File: src/rtl/divider_pipe_pkg.sv
// divider_pipe_pkg: shared types and helpers for the pipelined divider.
//   ctl_t      per-stage control record (valid, div0, quotient/remainder sign)
//   wide_t     64-bit scratch type used by the width-independent helpers
//   DIV0_QUOT  quotient reported for a zero divisor (all ones, truncated by user)
//   work_w()   width of the working register: remainder (M) + dividend (N)
//   negate()   two's complement negation
//   abs_val()  magnitude of a sign-extended value
package divider_pipe_pkg;

    typedef logic [63:0] wide_t;

    localparam wide_t DIV0_QUOT = '1;

    typedef struct packed {
        logic valid;
        logic div0;
        logic neg_q;
        logic neg_r;
    } ctl_t;

    function automatic int unsigned work_w(input int unsigned n, input int unsigned m);
        return n + m;
    endfunction

    function automatic wide_t negate(input wide_t v);
        return ~v + wide_t'(1);
    endfunction

    // Caller passes a value already sign-extended to 64 bits.
    function automatic wide_t abs_val(input wide_t v);
        return v[63] ? negate(v) : v;
    endfunction

endpackage

File: src/rtl/divider_pipe_stage.sv
// divider_pipe_stage: one restoring-division step plus its pipeline register.
// Resolves quotient bit BIT_IDX by trial-subtracting the divisor from the
// partial remainder extended with the next dividend bit. The stage register
// loads on i_adv and holds otherwise; bubbles travel like data.
// When LAST is set this stage is the output register and its input applies the
// divide-by-zero override and, with DIVIDER_PIPE_SIGNED_EN, the sign fix-up.
// Ports:
//   clk, rst          clock, async active-high reset
//   i_adv             pipeline advance
//   i_ctl / o_ctl     control record in / registered out
//   i_work / o_work   {remainder[M], remaining dividend bits[N]}
//   i_quot / o_quot   quotient bits resolved so far
//   i_divisor / o_divisor, i_raw_lo / o_raw_lo, i_tag / o_tag  carried fields
module divider_pipe_stage
    import divider_pipe_pkg::*;
#(
    parameter int unsigned N       = 8,
    parameter int unsigned M       = 4,
    parameter int unsigned TAG_W   = 4,
    parameter int unsigned BIT_IDX = 0,
    parameter bit          LAST    = 1'b0
) (
    input  logic                     clk,
    input  logic                     rst,
    input  logic                     i_adv,
    input  ctl_t                     i_ctl,
    input  logic [work_w(N, M)-1:0]  i_work,
    input  logic [N-1:0]             i_quot,
    input  logic [M-1:0]             i_divisor,
    input  logic [M-1:0]             i_raw_lo,
    input  logic [TAG_W-1:0]         i_tag,
    output ctl_t                     o_ctl,
    output logic [work_w(N, M)-1:0]  o_work,
    output logic [N-1:0]             o_quot,
    output logic [M-1:0]             o_divisor,
    output logic [M-1:0]             o_raw_lo,
    output logic [TAG_W-1:0]         o_tag
);

    logic [M:0]   w_trial;
    logic         w_ge;
    logic [M-1:0] w_rem;
    logic [N-1:0] w_quot;
    logic [M-1:0] w_rem_fix;
    logic [N-1:0] w_quot_fix;

    ctl_t                    r_ctl;
    logic [work_w(N, M)-1:0] r_work;
    logic [N-1:0]            r_quot;
    logic [M-1:0]            r_divisor;
    logic [M-1:0]            r_raw_lo;
    logic [TAG_W-1:0]        r_tag;

    // Partial remainder (< divisor) shifted left with the next dividend bit.
    assign w_trial = i_work[N+M-1:N-1];
    assign w_ge    = (w_trial >= {1'b0, i_divisor});

    always_comb begin
        // When w_ge the true difference is < divisor, so M bits are exact.
        w_rem          = w_ge ? (w_trial[M-1:0] - i_divisor) : w_trial[M-1:0];
        w_quot         = i_quot;
        w_quot[BIT_IDX] = w_ge;
    end

    generate
        if (LAST) begin : g_fixup
            always_comb begin
                w_quot_fix = w_quot;
                w_rem_fix  = w_rem;
`ifdef DIVIDER_PIPE_SIGNED_EN
                if (i_ctl.neg_q) w_quot_fix = N'(negate(wide_t'(w_quot)));
                if (i_ctl.neg_r) w_rem_fix  = M'(negate(wide_t'(w_rem)));
`endif
                // Raw dividend bits, never sign-adjusted.
                if (i_ctl.div0) begin
                    w_quot_fix = N'(DIV0_QUOT);
                    w_rem_fix  = i_raw_lo;
                end
            end
        end else begin : g_pass
            assign w_quot_fix = w_quot;
            assign w_rem_fix  = w_rem;
        end
    endgenerate

    always_ff @(posedge clk or posedge rst) begin
        if (rst) begin
            r_ctl     <= '0;
            r_work    <= '0;
            r_quot    <= '0;
            r_divisor <= '0;
            r_raw_lo  <= '0;
            r_tag     <= '0;
        end else if (i_adv) begin
            r_ctl     <= i_ctl;
            r_work    <= {w_rem_fix, i_work[N-2:0], 1'b0};
            r_quot    <= w_quot_fix;
            r_divisor <= i_divisor;
            r_raw_lo  <= i_raw_lo;
            r_tag     <= i_tag;
        end
    end

    assign o_ctl     = r_ctl;
    assign o_work    = r_work;
    assign o_quot    = r_quot;
    assign o_divisor = r_divisor;
    assign o_raw_lo  = r_raw_lo;
    assign o_tag     = r_tag;

endmodule

File: src/rtl/divider_pipe.sv
// divider_pipe: pipelined restoring divider, N-bit dividend by M-bit divisor,
// one operation per cycle, N+1 register stages with whole-pipe backpressure.
// Stage 0 captures operands (magnitudes in signed mode), signs, div0 and tag;
// stages 1..N each resolve one quotient bit MSB first; stage N is the output.
// Optional macro DIVIDER_PIPE_SIGNED_EN enables per-op signed division
// (in_signed); without it in_signed is ignored.
// Ports:
//   clk, rst                     clock, async active-high reset
//   in_valid / in_ready          operand handshake (in_ready = !out_valid || out_ready)
//   in_dividend, in_divisor      operands
//   in_signed                    per-op signed request
//   in_tag                       user tag, returned with the result
//   out_valid / out_ready        result handshake
//   out_quot, out_rem            quotient, remainder
//   out_div0                     divisor was zero
//   out_tag                      tag of this result
module divider_pipe
    import divider_pipe_pkg::*;
#(
    parameter int unsigned N     = 8,
    parameter int unsigned M     = 4,
    parameter int unsigned TAG_W = 4
) (
    input  logic             clk,
    input  logic             rst,
    input  logic             in_valid,
    output logic             in_ready,
    input  logic [N-1:0]     in_dividend,
    input  logic [M-1:0]     in_divisor,
    input  logic             in_signed,
    input  logic [TAG_W-1:0] in_tag,
    output logic             out_valid,
    input  logic             out_ready,
    output logic [N-1:0]     out_quot,
    output logic [M-1:0]     out_rem,
    output logic             out_div0,
    output logic [TAG_W-1:0] out_tag
);

    localparam int unsigned WORK_W = work_w(N, M);

    logic         w_adv;
    logic         w_sgn;
    logic [N-1:0] w_dvd_mag;
    logic [M-1:0] w_dsr_mag;
    ctl_t         w_ctl_in;

    ctl_t              r_ctl0;
    logic [WORK_W-1:0] r_work0;
    logic [M-1:0]      r_dsr0;
    logic [M-1:0]      r_raw_lo0;
    logic [TAG_W-1:0]  r_tag0;

    // Index k holds the outputs of stage k.
    ctl_t              w_ctl    [N+1];
    logic [WORK_W-1:0] w_work   [N+1];
    logic [N-1:0]      w_quot   [N+1];
    logic [M-1:0]      w_dsr    [N+1];
    logic [M-1:0]      w_raw_lo [N+1];
    logic [TAG_W-1:0]  w_tag    [N+1];

    // Every stage moves together; the only stall source is the output.
    assign w_adv    = !out_valid || out_ready;
    assign in_ready = w_adv;

`ifdef DIVIDER_PIPE_SIGNED_EN
    assign w_sgn = in_signed;
`else
    logic w_unused_signed;
    assign w_sgn           = 1'b0;
    assign w_unused_signed = in_signed;
`endif

    always_comb begin
        w_dvd_mag      = in_dividend;
        w_dsr_mag      = in_divisor;
        w_ctl_in       = '0;
        w_ctl_in.valid = in_valid;
        w_ctl_in.div0  = (in_divisor == '0);
        w_ctl_in.neg_r = w_sgn & in_dividend[N-1];
        w_ctl_in.neg_q = w_sgn & (in_dividend[N-1] ^ in_divisor[M-1]);
        if (w_sgn) begin
            // Most-negative values map to 2^(W-1), still representable unsigned.
            w_dvd_mag = N'(abs_val(wide_t'($signed(in_dividend))));
            w_dsr_mag = M'(abs_val(wide_t'($signed(in_divisor))));
        end
    end

    always_ff @(posedge clk or posedge rst) begin
        if (rst) begin
            r_ctl0    <= '0;
            r_work0   <= '0;
            r_dsr0    <= '0;
            r_raw_lo0 <= '0;
            r_tag0    <= '0;
        end else if (w_adv) begin
            r_ctl0    <= w_ctl_in;
            r_work0   <= {{M{1'b0}}, w_dvd_mag};
            r_dsr0    <= w_dsr_mag;
            r_raw_lo0 <= in_dividend[M-1:0];
            r_tag0    <= in_tag;
        end
    end

    assign w_ctl[0]    = r_ctl0;
    assign w_work[0]   = r_work0;
    assign w_quot[0]   = '0;
    assign w_dsr[0]    = r_dsr0;
    assign w_raw_lo[0] = r_raw_lo0;
    assign w_tag[0]    = r_tag0;

    generate
        for (genvar k = 1; k <= N; k++) begin : g_stage
            divider_pipe_stage #(
                .N       (N),
                .M       (M),
                .TAG_W   (TAG_W),
                .BIT_IDX (N - k),
                .LAST    (k == N)
            ) u_stage (
                .clk       (clk),
                .rst       (rst),
                .i_adv     (w_adv),
                .i_ctl     (w_ctl[k-1]),
                .i_work    (w_work[k-1]),
                .i_quot    (w_quot[k-1]),
                .i_divisor (w_dsr[k-1]),
                .i_raw_lo  (w_raw_lo[k-1]),
                .i_tag     (w_tag[k-1]),
                .o_ctl     (w_ctl[k]),
                .o_work    (w_work[k]),
                .o_quot    (w_quot[k]),
                .o_divisor (w_dsr[k]),
                .o_raw_lo  (w_raw_lo[k]),
                .o_tag     (w_tag[k])
            );
        end
    endgenerate

    assign out_valid = w_ctl[N].valid;
    assign out_div0  = w_ctl[N].div0;
    assign out_quot  = w_quot[N];
    assign out_rem   = w_work[N][WORK_W-1:N];
    assign out_tag   = w_tag[N];

    logic w_unused_tail;
    assign w_unused_tail = ^{w_ctl[N].neg_q, w_ctl[N].neg_r, w_work[N][N-1:0],
                             w_dsr[N], w_raw_lo[N]};

endmodule
File: config.mk
export PLATFORM = sky130hd
export DESIGN_NAME = divider_pipe
export DESIGN_NICKNAME = d
export VERILOG_FILES = /design/src/rtl/divider_pipe_pkg.sv /design/src/rtl/divider_pipe_stage.sv /design/src/rtl/divider_pipe.sv
export SDC_FILE = /design/constraint.sdc
export NUM_CORES = 1
export LEC_CHECK = 0
export CAP_MARGIN = 20
export CORE_UTILIZATION = 54
export CTS_CLUSTER_DIAMETER = 50
export DETAILED_ROUTE_END_ITERATION = 10
export HOLD_SLACK_MARGIN = 0.1
export PLACE_DENSITY = 0.74
export SKIP_LAST_GASP = 1
export SLEW_MARGIN = 25
export SYNTH_ARGS = -nofsm -noshare
export SYNTH_HDL_FRONTEND = slang
export SYNTH_SLANG_ARGS = --single-unit
File: constraint.sdc
create_clock -name clk -period 7.05 [get_ports clk]
set_input_delay 1.41 -clock clk [delete_from_list [all_inputs] [get_ports clk]]
set_output_delay 1.41 -clock clk [all_outputs]
set_load 0.01 [all_outputs]
# After elaboration in Yosys (flattened, before gate mapping)
# Index checks and enable logic that the tools add are counted.
# Widths: inputs -> output; s select.
# classes
order_cmp,8
bitwise_logic,0
eq_ne,0
multipliers,0
shifts,0
add_sub_neg,8
div,0
n_mux,10
n_reduce_logical,3
# ops
op,count
$mux 4,9
$ge 5x4->1,7
$sub 4x4->4,7
$mux 8,1
$ge 1x4->1,1
$logic_not 4->1,1
$sub 1x4->4,1
$logic_not 1->1,1
$logic_or 1x1->1,1
# totals
wordCells,89
inputBits,21
ram_bits,0
reg_bits,222
out_inout_bits,19
n_memories,0
latchBits,0
mem_bits_ro,0

# Longest topological paths before layout
# logic_depth
ltp_word,3
depth_mapped,8
ltp_nobuf,8

# Modules after synthesis
# A second synthesis with hierarchy kept.
# hier_totals
cells_unflattened,925
area_unflattened_um2,13067.5
# by_module_without_submodules
module,area_per_inst_um2,seq_area_each_um2,n_inst,cells_each
divider_pipe_stage at g_stage[4].u_stage ...,1535.2,875.8,4,107
divider_pipe_stage at g_stage[2].u_stage ...,1526.5,875.8,2,107
divider_pipe_stage at g_stage[8].u_stage,1584.0,875.8,1,128
divider_pipe_stage at g_stage[1].u_stage,1544.0,875.8,1,113
divider_pipe,745.7,450.4,1,42

# Least setup slack after synthesis
# OpenSTA, ideal clock, no wires.
# synth_timing
kind,input port to output port
from,input out_ready
to,output in_ready
stages,4
n_path_buf,2
setup_slack_ns,3.495
arrival_time_ns,2.145
required_time_ns,5.640
cell_sequence,nor2b_1 > inv_1 > clkbuf_1 > buf_1
# synth_between
elab_chain_len,1
# synth_lines
item,line,rtl
from (decl),divider_pipe.sv:33,"input logic out_ready,"
$logic_or 1x1->1,divider_pipe.sv:63,assign w_adv = !out_valid || out_ready;
to (decl),divider_pipe.sv:27,"output logic in_ready,"
# No other way between the ends.

# Worst setup path after layout
# Ends and elaborated chain as after synthesis.

==> results.cfg <==
[final_layout]
nets = 1034
area_delta_synth_final_pct = 12.6
multi_input_area_mm2 = 0.00341
diodes = 0
drive_above_1_share_pct = 5.36
fill_cells = 1362
regArea_mm2 = 0.00490

[timing]
hold_viol = 0
period_share_pct = 65.5
drv_slew = 0
grt_setup_unrepaired = no
worst_clock_skew_ns = 0.00702
setup_viol = 0
fmax_mhz = 217
min_period_ns = 4.62
setup_tns_ns = 0
layout_setup_ws_ns = 2.43
slew_headroom_pct = 41.6
worstMarginPinSlew_ns = 0.876

[setup_path]
worstSetupEndpointType = primary output
cp.arrival_ns = 3.21
critical_path.slowest_cell = clkdlybuf4s50_1
r2r-end = g_stage[7].u_stage.o_work[8]
worst_r2r_path_depth = 5
endpoint = in_ready
path_cells = clkdlybuf4s50_1 > nor2b_4 > inv_6 > clkdlybuf4s50_1
startpoint_type = input port
max_stage_delay_ns = 0.67
worst-path-max-fanout = 122
worstReg2RegStart = g_stage[8].u_stage.o_ctl[3]
required_ns = 5.64
r2r_slack_ns = 4.67
critPathKind = input port to primary output
critPathLaunch = out_ready
critPathMostFrequentCell = clkdlybuf4s50_1

[clocking]
cts_hold_buf = 0
clock-sinks = 196
ctsLongestPathBuffers = 2
cts_buffers = 17
cts_max_level = 4
insertion_delay_ns = 0.43
root_buffer = clkbuf_16
postCtsSetupRepairBufs = 0
cts_tree = done
cts_resized = 0
path_clk_slew_ns = 0.07

[logic_synthesis]
yosys_warnings = 0
synthAdderAreaFrac_pct = 5.96
netlist_instances = 959
muxShareOfSynthArea_pct = 2.61
synth_top_family_by_area = simple AND/OR/NAND/NOR gates
synth-seq-cells = 196
ys.flop_type = dfrtp_1
synth-compound-area-share_pct = 7.95
synth-async-reset-ratio_pct = 100
synthesis.area_mm2 = 0.00864
synth_nets = 1017
synthSimpleGateAreaFrac_pct = 22.0
synth_edf_count = 0
synth.avg_cell_area_um2 = 9.01
synth_xor_area_share_pct = 0.811
synth_cell_types = 42
yosysSeqAreaShare_pct = 56.7

[floorplan]
die_h_um = 129
die_w_um = 129
start_util_pct = 56.0
coreArea_mm2 = 0.0154
io_pins = 40
fp-row-count = 45
dieArea_mm2 = 0.0165

[pwr]
power_density_mw_per_mm2 = 493
leakage_nw = 4.87
power_mw = 4.80
irDropWorstVdd_mv = 0.238

[detailed_routing]
ant_nets = 0
routedWlPerCell_um = 12.3
first_pass_iters = 5
vias_per_cell = 4.99
drcViolationCount = 0
vias = 5986
routed_wl_mm = 14.8
drt_iter0_drc = 397

[place]
dpl_worst_slack_ns = 2.39
numPortBuffers = 38
hpwlAfterDp_mm = 9.05
globalplace.congestion = 0.750

[hold_path]
min_path_type = flip-flop to flip-flop

[grt]
grt_pass1_vias = 5652
grt_max_degree = 127
grt_usage_pct = 19.7
grt_pass1_wl_mm = 25.7
grt_overflow_total = 0
grt_antenna_before_repair = 0

[job]
cap_viol_max_count = 0

[outcome]
outcome = finished, final reports clean
==> worst min path at each step <==
stage	from	end	slack, ns	cells after the start
5_1_grt	g_stage[2].u_stage.o_ctl[2]	g_stage[2].u_stage.o_ctl[2]	0.48	2
2_1_floorplan	g_stage[7].u_stage.o_ctl[3]	g_stage[7].u_stage.o_ctl[3]	0.43	2
6_report	g_stage[7].u_stage.o_ctl[3]	g_stage[8].u_stage.o_ctl[3]	0.46	1
3_5_place_dp	g_stage[7].u_stage.o_ctl[3]	g_stage[8].u_stage.o_ctl[3]	0.45	1
3_3_place_gp	g_stage[7].u_stage.o_ctl[3]	g_stage[7].u_stage.o_ctl[3]	0.44	2
4_1_cts	g_stage[7].u_stage.o_ctl[3]	g_stage[8].u_stage.o_ctl[3]	0.46	1
==> area by class of cell <==
| cell class | instances | area share [%] |
|---|---|---|
| Clock inverter | 8 | 0.759 |
| Tap cell | 211 | 2.71 |
| Timing Repair Buffer | 42 | 4.26 |
| Multi-Input combinational cell | 674 | 35.1 |
| Inverter | 45 | 1.86 |
| Sequential cell | 196 | 50.4 |
| Clock buffer | 24 | 4.95 |
==> metal layers <==
metal | up-vias | part of all wire, % | track usage [%]
met1 | 2813 | 46 | 25.0
met5 | - | 0 | 0
li1 | 3094 | - | -
met4 | 0 | 1.3 | 6.37
met3 | 14 | 2.3 | 4.78
met2 | 65 | 51 | 33.2
==> cells by family (layout without fill, tap and decap cells) <==
group                      after synthesis  after routing
adders and majority gates               37             37
buffers and inverters                   89            119
DFF                                    196            196
muxes                                   21             21
AOI/OAI and AO/OA                      119            119
and+or+nand+nor                        489            489
xor gates and xnor gates                 8              8
==> synth_stat cells (all sizes together), types with 3 or more instances <==
cell type / instances / area [um^2]
nand2: 402 / 1510
dfrtp: 196 / 4900
nor2: 58 / 220
o21ai: 58 / 290
inv: 45 / 169
a21oi: 33 / 169
clkbuf: 33 / 124
ha: 30 / 375
mux2i: 12 / 120
buf: 11 / 42.5
mux2: 9 / 105
nor3: 8 / 40.0
fa: 7 / 140
xnor2: 7 / 61.3
nand2b: 6 / 37.5
a211oi: 4 / 35.0
a31oi: 4 / 25.0
or2: 4 / 25.0
a21boi: 3 / 22.5
a22o: 3 / 26.3
and3: 3 / 18.8
nand4: 3 / 18.8
o22ai: 3 / 25.0
o41ai: 3 / 26.3
==> layout by cell type (no fill, tap or decap), drive strengths merged, types with 9 or more instances in the layout <==
cell type and count:
clkbuf 24, nand2 402, o21ai 58, ha 30, mux2 9, nor2 58
inv 46, clkdlybuf4s50 38, mux2i 12, dfrtp 196, a21oi 33
==> report_power, final <==
part           switching [mW]  internal [mW]  total [mW]
sequential              0.284           1.63        1.92
clock                   0.395          0.514       0.909
combinational            1.10          0.871        1.97
==> flip-flops by register name, summed over array words and instances (netlist names) <==
name / cells
r_ctl0: 2
r_tag0: 4
g_stage.u_stage.o_work: 42
g_stage.u_stage.o_quot: 36
g_stage.u_stage.o_tag: 32
r_dsr0: 4
r_raw_lo0: 3
g_stage.u_stage.o_ctl: 16
g_stage.u_stage.o_divisor: 28
g_stage.u_stage.o_raw_lo: 24
r_work0: 5
==> worst max-delay path, delay by kind of cell <==
family | cells | cell delay (ns)
and+or+nand+nor | 1 | 0.06
buffers and inverters | 3 | 1.73
==> through the flow <==
step	util (%)	instances	hold slack [ns]	cell area, um^2
after detailed placement	59.4	1168	0.449	9170
after global routing	63.1	1200	0.483	9730
after CTS	63.0	1200	0.464	9730
final	63.1	1200	0.462	9730
after global placement	59.4	1168	0.443	9170
after floorplan	-	959	0.430	8640
Power figures use the tool's default switching activity.
